--- config.mk ---
export PLATFORM = sky130hd
export DESIGN_NAME = alu_multiciclo
export DESIGN_NICKNAME = d
export VERILOG_FILES = /design/src/rtl/alu_multiciclo.sv
export SDC_FILE = /design/constraint.sdc
export NUM_CORES = 1
export LEC_CHECK = 0
export CAP_MARGIN = 20
export CORE_MARGIN = 2
export CORE_UTILIZATION = 60
export DETAILED_ROUTE_END_ITERATION = 10
export HOLD_SLACK_MARGIN = 0.06
export PLACE_DENSITY = 0.8
export SYNTH_ARGS = -nofsm -noshare
export SYNTH_HDL_FRONTEND = slang
export SYNTH_SLANG_ARGS = --single-unit
--- constraint.sdc ---
create_clock -name clk_i -period 13.5 [get_ports clk_i]
set_input_delay 2.7 -clock clk_i [delete_from_list [all_inputs] [get_ports clk_i]]
set_output_delay 2.7 -clock clk_i [all_outputs]
set_load 0.01 [all_outputs]
--- src/rtl/alu_multiciclo.sv ---
// alu_multiciclo: registered ALU with a valid/ready issue handshake and a done pulse.
// Logic, ADD and SUB finish in one cycle. Shifts move one bit per cycle.
// MUL is a shift-add loop that handles one multiplier bit per cycle.
// The first step of every iterative op runs on the accept edge, so a
// latency-L operation pulses done_o on edge accept+L-1.
module alu_multiciclo #(
  parameter int unsigned ANCHO = 16
) (
  input  logic             clk_i,
  input  logic             rst_i,
  input  logic             valid_i,
  input  logic [ANCHO-1:0] ALUa_i,
  input  logic [ANCHO-1:0] ALUb_i,
  input  logic             ALUflagin_i,
  input  logic [3:0]       ALUcontrol_i,
  output logic             ready_o,
  output logic             done_o,
  output logic [ANCHO-1:0] ALUresult_o,
  output logic [ANCHO-1:0] ALUresulthi_o,
  output logic [3:0]       ALUflags_o,
  output logic             illegal_o
);

  localparam int unsigned CW  = $clog2(ANCHO + 1);
  localparam int unsigned W1  = ANCHO + 1;
  localparam int unsigned MSB = ANCHO - 1;

  localparam logic [ANCHO-1:0] ANCHO_V = ANCHO'(ANCHO);
  localparam logic [CW-1:0]    CNT_ONE = CW'(1);
  localparam logic [CW-1:0]    CNT_MAX = CW'(ANCHO);
  localparam logic [CW-1:0]    CNT_MUL = CW'(ANCHO - 1);

  localparam logic [3:0] OP_AND = 4'b1100;
  localparam logic [3:0] OP_OR  = 4'b1101;
  localparam logic [3:0] OP_XOR = 4'b0110;
  localparam logic [3:0] OP_ADD = 4'b1010;
  localparam logic [3:0] OP_SUB = 4'b1011;
  localparam logic [3:0] OP_SLL = 4'b1110;
  localparam logic [3:0] OP_SRL = 4'b0111;
  localparam logic [3:0] OP_SRA = 4'b1111;
  localparam logic [3:0] OP_MUL = 4'b1000;

  typedef enum logic [1:0] {
    S_IDLE  = 2'd0,
    S_SHIFT = 2'd1,
    S_MUL   = 2'd2
  } state_t;

  state_t           state_q, state_d;
  logic [3:0]       op_q, op_d;
  logic [ANCHO-1:0] acc_q, acc_d;       // shift value, or product high half
  logic [ANCHO-1:0] mlo_q, mlo_d;       // multiplier / product low half
  logic [ANCHO-1:0] mcand_q, mcand_d;   // held multiplicand
  logic [CW-1:0]    cnt_q, cnt_d;       // steps still to run after this edge
  logic [ANCHO-1:0] result_q, result_d;
  logic [ANCHO-1:0] resulthi_q, resulthi_d;
  logic [3:0]       flags_q, flags_d;
  logic             done_q, done_d;
  logic             illegal_q, illegal_d;

  logic             idle;
  logic             accept;
  logic             is_shift;
  logic [CW-1:0]    shamt;
  logic [W1-1:0]    add_full;
  logic [W1-1:0]    sub_full;

  logic [ANCHO-1:0] sh_src;
  logic [3:0]       sh_op;
  logic [ANCHO-1:0] sh_val;
  logic             sh_out;

  logic [ANCHO-1:0] mul_a;
  logic [ANCHO-1:0] mul_hi;
  logic [ANCHO-1:0] mul_lo;
  logic [W1-1:0]    mul_sum;
  logic [ANCHO-1:0] mul_nhi;
  logic [ANCHO-1:0] mul_nlo;

  logic             fin;
  logic [ANCHO-1:0] fin_res;
  logic [ANCHO-1:0] fin_hi;
  logic             fin_c;
  logic             fin_v;
  logic             fin_ill;

  assign idle     = (state_q == S_IDLE);
  assign ready_o  = idle & ~rst_i;
  assign accept   = valid_i & ready_o;
  assign is_shift = (ALUcontrol_i == OP_SLL) || (ALUcontrol_i == OP_SRL) ||
                    (ALUcontrol_i == OP_SRA);
  assign shamt    = (ALUb_i >= ANCHO_V) ? CNT_MAX : CW'(ALUb_i);

  // One-cycle adder/subtractor with carry/borrow in the extra top bit
  assign add_full = {1'b0, ALUa_i} + {1'b0, ALUb_i} + W1'(ALUflagin_i);
  assign sub_full = {1'b0, ALUa_i} - {1'b0, ALUb_i} - W1'(ALUflagin_i);

  // Single-bit shift step; sources come from the ports on the accept edge
  always_comb begin
    sh_src = idle ? ALUa_i : acc_q;
    sh_op  = idle ? ALUcontrol_i : op_q;
    sh_val = sh_src;
    sh_out = 1'b0;
    case (sh_op)
      OP_SLL: begin
        sh_val = {sh_src[ANCHO-2:0], 1'b0};
        sh_out = sh_src[MSB];
      end
      OP_SRL: begin
        sh_val = {1'b0, sh_src[ANCHO-1:1]};
        sh_out = sh_src[0];
      end
      OP_SRA: begin
        sh_val = {sh_src[MSB], sh_src[ANCHO-1:1]};
        sh_out = sh_src[0];
      end
      default: begin
        sh_val = sh_src;
        sh_out = 1'b0;
      end
    endcase
  end

  // Shift-add multiply step: conditionally add the multiplicand, then shift right
  assign mul_a   = idle ? ALUa_i : mcand_q;
  assign mul_hi  = idle ? '0 : acc_q;
  assign mul_lo  = idle ? ALUb_i : mlo_q;
  assign mul_sum = {1'b0, mul_hi} + (mul_lo[0] ? {1'b0, mul_a} : W1'(0));
  assign mul_nhi = mul_sum[ANCHO:1];
  assign mul_nlo = {mul_sum[0], mul_lo[ANCHO-1:1]};

  // State register
  always_ff @(posedge clk_i) begin
    if (rst_i) begin
      state_q <= S_IDLE;
    end else begin
      state_q <= state_d;
    end
  end

  // Next-state logic
  always_comb begin
    state_d = state_q;
    case (state_q)
      S_IDLE: begin
        if (accept) begin
          if (is_shift && (shamt > CNT_ONE)) begin
            state_d = S_SHIFT;
          end else if (ALUcontrol_i == OP_MUL) begin
            state_d = S_MUL;
          end
        end
      end
      S_SHIFT, S_MUL: begin
        if (cnt_q == CNT_ONE) begin
          state_d = S_IDLE;
        end
      end
      default: state_d = S_IDLE;
    endcase
  end

  // Datapath and output next values; fin marks the edge that retires an op
  always_comb begin
    op_d    = op_q;
    acc_d   = acc_q;
    mlo_d   = mlo_q;
    mcand_d = mcand_q;
    cnt_d   = cnt_q;
    fin     = 1'b0;
    fin_res = '0;
    fin_hi  = '0;
    fin_c   = 1'b0;
    fin_v   = 1'b0;
    fin_ill = 1'b0;

    case (state_q)
      S_IDLE: begin
        if (accept) begin
          case (ALUcontrol_i)
            OP_AND: begin
              fin     = 1'b1;
              fin_res = ALUa_i & ALUb_i;
            end
            OP_OR: begin
              fin     = 1'b1;
              fin_res = ALUa_i | ALUb_i;
            end
            OP_XOR: begin
              fin     = 1'b1;
              fin_res = ALUa_i ^ ALUb_i;
            end
            OP_ADD: begin
              fin     = 1'b1;
              fin_res = add_full[ANCHO-1:0];
              fin_c   = add_full[ANCHO];
              fin_v   = (ALUa_i[MSB] == ALUb_i[MSB]) && (fin_res[MSB] != ALUa_i[MSB]);
            end
            OP_SUB: begin
              fin     = 1'b1;
              fin_res = sub_full[ANCHO-1:0];
              fin_c   = sub_full[ANCHO];
              fin_v   = (ALUa_i[MSB] != ALUb_i[MSB]) && (fin_res[MSB] != ALUa_i[MSB]);
            end
            OP_SLL, OP_SRL, OP_SRA: begin
              op_d  = ALUcontrol_i;
              acc_d = sh_val;
              if (shamt == '0) begin
                fin     = 1'b1;
                fin_res = ALUa_i;
              end else begin
                cnt_d = shamt - CNT_ONE;
                if (shamt == CNT_ONE) begin
                  fin     = 1'b1;
                  fin_res = sh_val;
                  fin_c   = sh_out;
                end
              end
            end
            OP_MUL: begin
              mcand_d = ALUa_i;
              acc_d   = mul_nhi;
              mlo_d   = mul_nlo;
              cnt_d   = CNT_MUL;
            end
            default: begin
              fin     = 1'b1;
              fin_ill = 1'b1;
            end
          endcase
        end
      end
      S_SHIFT: begin
        acc_d = sh_val;
        cnt_d = cnt_q - CNT_ONE;
        if (cnt_q == CNT_ONE) begin
          fin     = 1'b1;
          fin_res = sh_val;
          fin_c   = sh_out;
        end
      end
      S_MUL: begin
        acc_d = mul_nhi;
        mlo_d = mul_nlo;
        cnt_d = cnt_q - CNT_ONE;
        if (cnt_q == CNT_ONE) begin
          fin     = 1'b1;
          fin_res = mul_nlo;
          fin_hi  = mul_nhi;
          fin_c   = |mul_nhi;
        end
      end
      default: ;
    endcase

    result_d   = fin ? fin_res : result_q;
    resulthi_d = fin ? fin_hi : resulthi_q;
    flags_d    = fin ? {fin_c, (fin_res == '0), fin_res[MSB], fin_v} : flags_q;
    done_d     = fin;
    illegal_d  = fin_ill;
  end

  // Datapath and output registers
  always_ff @(posedge clk_i) begin
    if (rst_i) begin
      op_q       <= '0;
      acc_q      <= '0;
      mlo_q      <= '0;
      mcand_q    <= '0;
      cnt_q      <= '0;
      result_q   <= '0;
      resulthi_q <= '0;
      flags_q    <= '0;
      done_q     <= 1'b0;
      illegal_q  <= 1'b0;
    end else begin
      op_q       <= op_d;
      acc_q      <= acc_d;
      mlo_q      <= mlo_d;
      mcand_q    <= mcand_d;
      cnt_q      <= cnt_d;
      result_q   <= result_d;
      resulthi_q <= resulthi_d;
      flags_q    <= flags_d;
      done_q     <= done_d;
      illegal_q  <= illegal_d;
    end
  end

  assign done_o        = done_q;
  assign ALUresult_o   = result_q;
  assign ALUresulthi_o = resulthi_q;
  assign ALUflags_o    = flags_q;
  assign illegal_o     = illegal_q;

endmodule

==> run_results.csv <==
group,metric,value,unit
global_route,grt_max_degree,51,
cts,clkTransAtPathRegs,0.07,ns
finish,multi_input_area,6750,µm²
worst_setup_path,crit_slowest_cell,"and3_1",
timing,period_needed,6.86,ns
global_route,overflow,0,
global_route,grt_use_met2,61.1,%
route,postRouteAntennaNets,0,
route,drcViolationCount,0,
global_route,antenna_found_initial,0,
yosys,synth_cell_types,76,
finish,fillers,1294,
timing,skew,0.0100,ns
floorplan,initial_utilization,61.1,%
cts,cts_setup_buffers,0,
yosys,synth_flop_cell,"dfxtp_1",
cts,clock-root-buffer,"clkbuf_16",
job,max_cap_violations,0,
worst_setup_path,cp_num_cells,15,
worst_setup_path,path_buf_inv,3,
route,drt_iter0_drc,1345,
cts,cts_buffers,9,
worst_hold_path,whs_path_depth,2,
global_route,track_usage,39.8,%
timing,setup_viol,0,
yosys,synth_seq_cells,96,
power,p_per_area,79.3,nW/µm²
finish,fin_cells,1478,
power,leakagePower,4.26,nW
route,dr.pass1.iters,7,
yosys,synthTopCellsByCount,"nor2_1, nand2_1, a21oi_1, dfxtp_1, ha_1",
worst_setup_path,crit_required,13.72,ns
worst_hold_path,hold_path.class,"reg2reg",
global_route,grt_pass1_vias,9157,
cts,cts_num_sinks,96,
floorplan,die_area,16400,µm²
global_route,grt_first_pass_wirelength,50.8,mm
placement,gp_congestion,1.04,
placement,dpl_cell_area,10100,µm²
worst_setup_path,critical_path_class,"in2reg",
timing,worst_slew_pin_slew,0.981,ns
outcome,status,"finished, final reports clean",
worst_setup_path,critPathArrivalTime,7.09,ns
route,num_vias,10014,
global_route,met3_usage,7.22,%
yosys,syn-num-nets,1384,
worst_setup_path,startpoint_type,"primary input",
finish,register_area,1920,µm²
finish,diodes,0,
worst_setup_path,cp_cell_sequence,"clkdlybuf4s50_1 > nor4_1 > and3_1 > nand2_1 > inv_1 > ha_1 > or2_2 > a31oi_1 > o31ai_4 > buf_4 > nand4b_1 > or4_1 > or4_1 > nor4b_2 > o22ai_1",
yosys,yosysMostFrequentCell,"nor2_1",
power,worst_ir_drop_vdd,0.0727,mV
route,wirelength,33.1,mm
finish,final_nets,1418,
placement,portBuffers,78,
floorplan,fp-row-count,45,
cts,cts_resized,0,
cts,clkLatencyLatePin,0.36,ns
timing,tns,0,ns
yosys,synth_enable_flop_cells,0,
placement,dpl.hpwl,24.6,mm
timing,hold_viol_final,0,
worst_setup_path,max_stage_delay,0.54,ns
finish,syn2layout_area_growth,12.6,%
cts,cts_hold_buf,0,
cts,clock_path_buffers,2,
timing,max_slew_margin,32.9,%
yosys,synthesis.area,9230,µm²
placement,pre_cts_ws,6.40,ns
global_route,grt_util_met1,54.9,%
worst_setup_path,crit_top_cell,"or4_1",
floorplan,core_area,15100,µm²
worst_setup_path,crit_path_end_kind,"register",
yosys,synth_top_area_share,20.8,%
global_route,busiest_layer,"met2",
finish,stdcell_area,10400,µm²
floorplan,io-pin-count,79,
timing,period_share,50.9,%
timing,rsz0062_at_grt,"no",
worst_setup_path,critPathTopFamily,"simple AND/OR/NAND/NOR gates",
worst_setup_path,critical_path_peak_fanout,37,
route,avgViaCountPerCell,6.78,
timing,fmax,0.146,GHz
yosys,avgSynthCellArea,7.38,µm²
worst_setup_path,worstRegToRegCells,15,
yosys,synthTopCellsByArea,"dfxtp_1, ha_1, a21oi_1, nor2_1, nand2_1",
cts,htree_levels,3,
finish,drive_gt1_share,4.65,%
floorplan,die_w,128,µm
floorplan,die_y,128,µm
yosys,syn_inst,1251,
placement,dp.cells,1462,
timing,setup_slack,6.64,ns
power,report.power.total,0.823,mW
cts,cts_tree,"done",
yosys,ys_warn_count,0,
yosys,yosysSeqAreaShare,20.8,%
timing,finalMaxSlewViolations,0,
yosys,synth_top_cell_by_area,"dfxtp_1",
yosys,synth-async-reset-ratio,0,%
route,wire_per_inst,22.4,µm
## worst min-delay path, cell delays in order (launching register included)
cell     delay [ns]
dfxtp_1        0.31
nand2_1        0.05
a21oi_1        0.05
## final timing paths
| path | from | to | slack, ns |
|---|---|---|---|
| min reg2reg | ALUresulthi_o[5] | ALUresulthi_o[5] | 0.45 |
| max reg2reg | state_q[0] | ALUflags_o[3] | 8.40 |
| min | ALUresulthi_o[5] | ALUresulthi_o[5] | 0.45 |
| max | ALUb_i[13] | ALUflags_o[3] | 6.64 |
## per-stage QoR
step	hold slack [ns]	utilization [%]
after global routing	0.473	68.8
after global placement	0.438	66.9
after detailed placement	0.446	66.9
final	0.452	68.8
after CTS	0.456	68.8
after floorplan	0.432	-
## logic make-up after synthesis
logic type      share of synthesized area (%)
compound gates                           27.4
xor+xnor                                 3.51
buf+inv                                  6.17
flops                                    20.8
fa+ha+maj                                13.1
simple gates                             22.9
mux                                      5.98
## cells in the final DEF (no fill, tap or decap), types with 6 or more instances in the layout
master           Yosys  final
nor2b_1             23     23
a31oi_1             13     13
and2_1               8      8
nand4_1              7      7
nor4bb_1             6      6
and3_1              11     11
nor4_1               6      6
clkbuf_16            0      9
a221o_1             10     10
o21a_1               9      9
nor2_1             138    138
nor3_1              24     24
nand3_1             26     26
buf_4                1     19
mux2_2               9      9
o22ai_1             14     14
a211oi_1            40     40
mux2i_1             45     45
a22oi_1             18     18
o2111ai_1            6      6
a21oi_1            119    119
a221oi_1            20     20
ha_1                88     87
o211ai_1             9      9
a21o_1              10     10
xor2_1              15     15
inv_1               73     73
xnor2_1             22     22
nand2_1            136    136
o21ai_0             58     58
nand2b_1            13     13
clkdlybuf4s50_1      0     77
dfxtp_1             96     96
## power by group
group	switching, mW	leakage [nW]	internal, mW
registers	0.00522	0.777	0.291
logic	0.168	3.34	0.0989
clock network	0.131	0.140	0.129
total	0.304	4.26	0.519
## registers in the layout (all words and copies together), names as in the netlist
| register | cells |
|---|---|
| ALUresulthi_o | 16 |
| acc_q | 16 |
| mcand_q | 16 |
| mlo_q | 16 |
| ALUresult_o | 15 |
| cnt_q | 5 |
| ALUflags_o | 4 |
| op_q | 4 |
| state_q | 2 |
| done_o | 1 |
| illegal_o | 1 |
## final cells by class
cell class / count / share of cell area, %
clock buffer: 9 / 2.17
clock inverter: 7 / 0.590
inverter: 73 / 2.64
multi-input combinational: 1008 / 65.0
sequential: 96 / 18.5
tap: 188 / 2.26
timing repair buffer: 97 / 8.84
## metal layers
metal | wire (µm) | up-vias | part of all wire [%]
li1 | - | 4619 | -
met1 | 13500 | 4580 | 41
met3 | 3870 | 120 | 12
met4 | 1670 | 0 | 5.0
met2 | 14000 | 695 | 42
met5 | 0 | - | 0
Note: power is estimated with default switching activity, not from simulation.
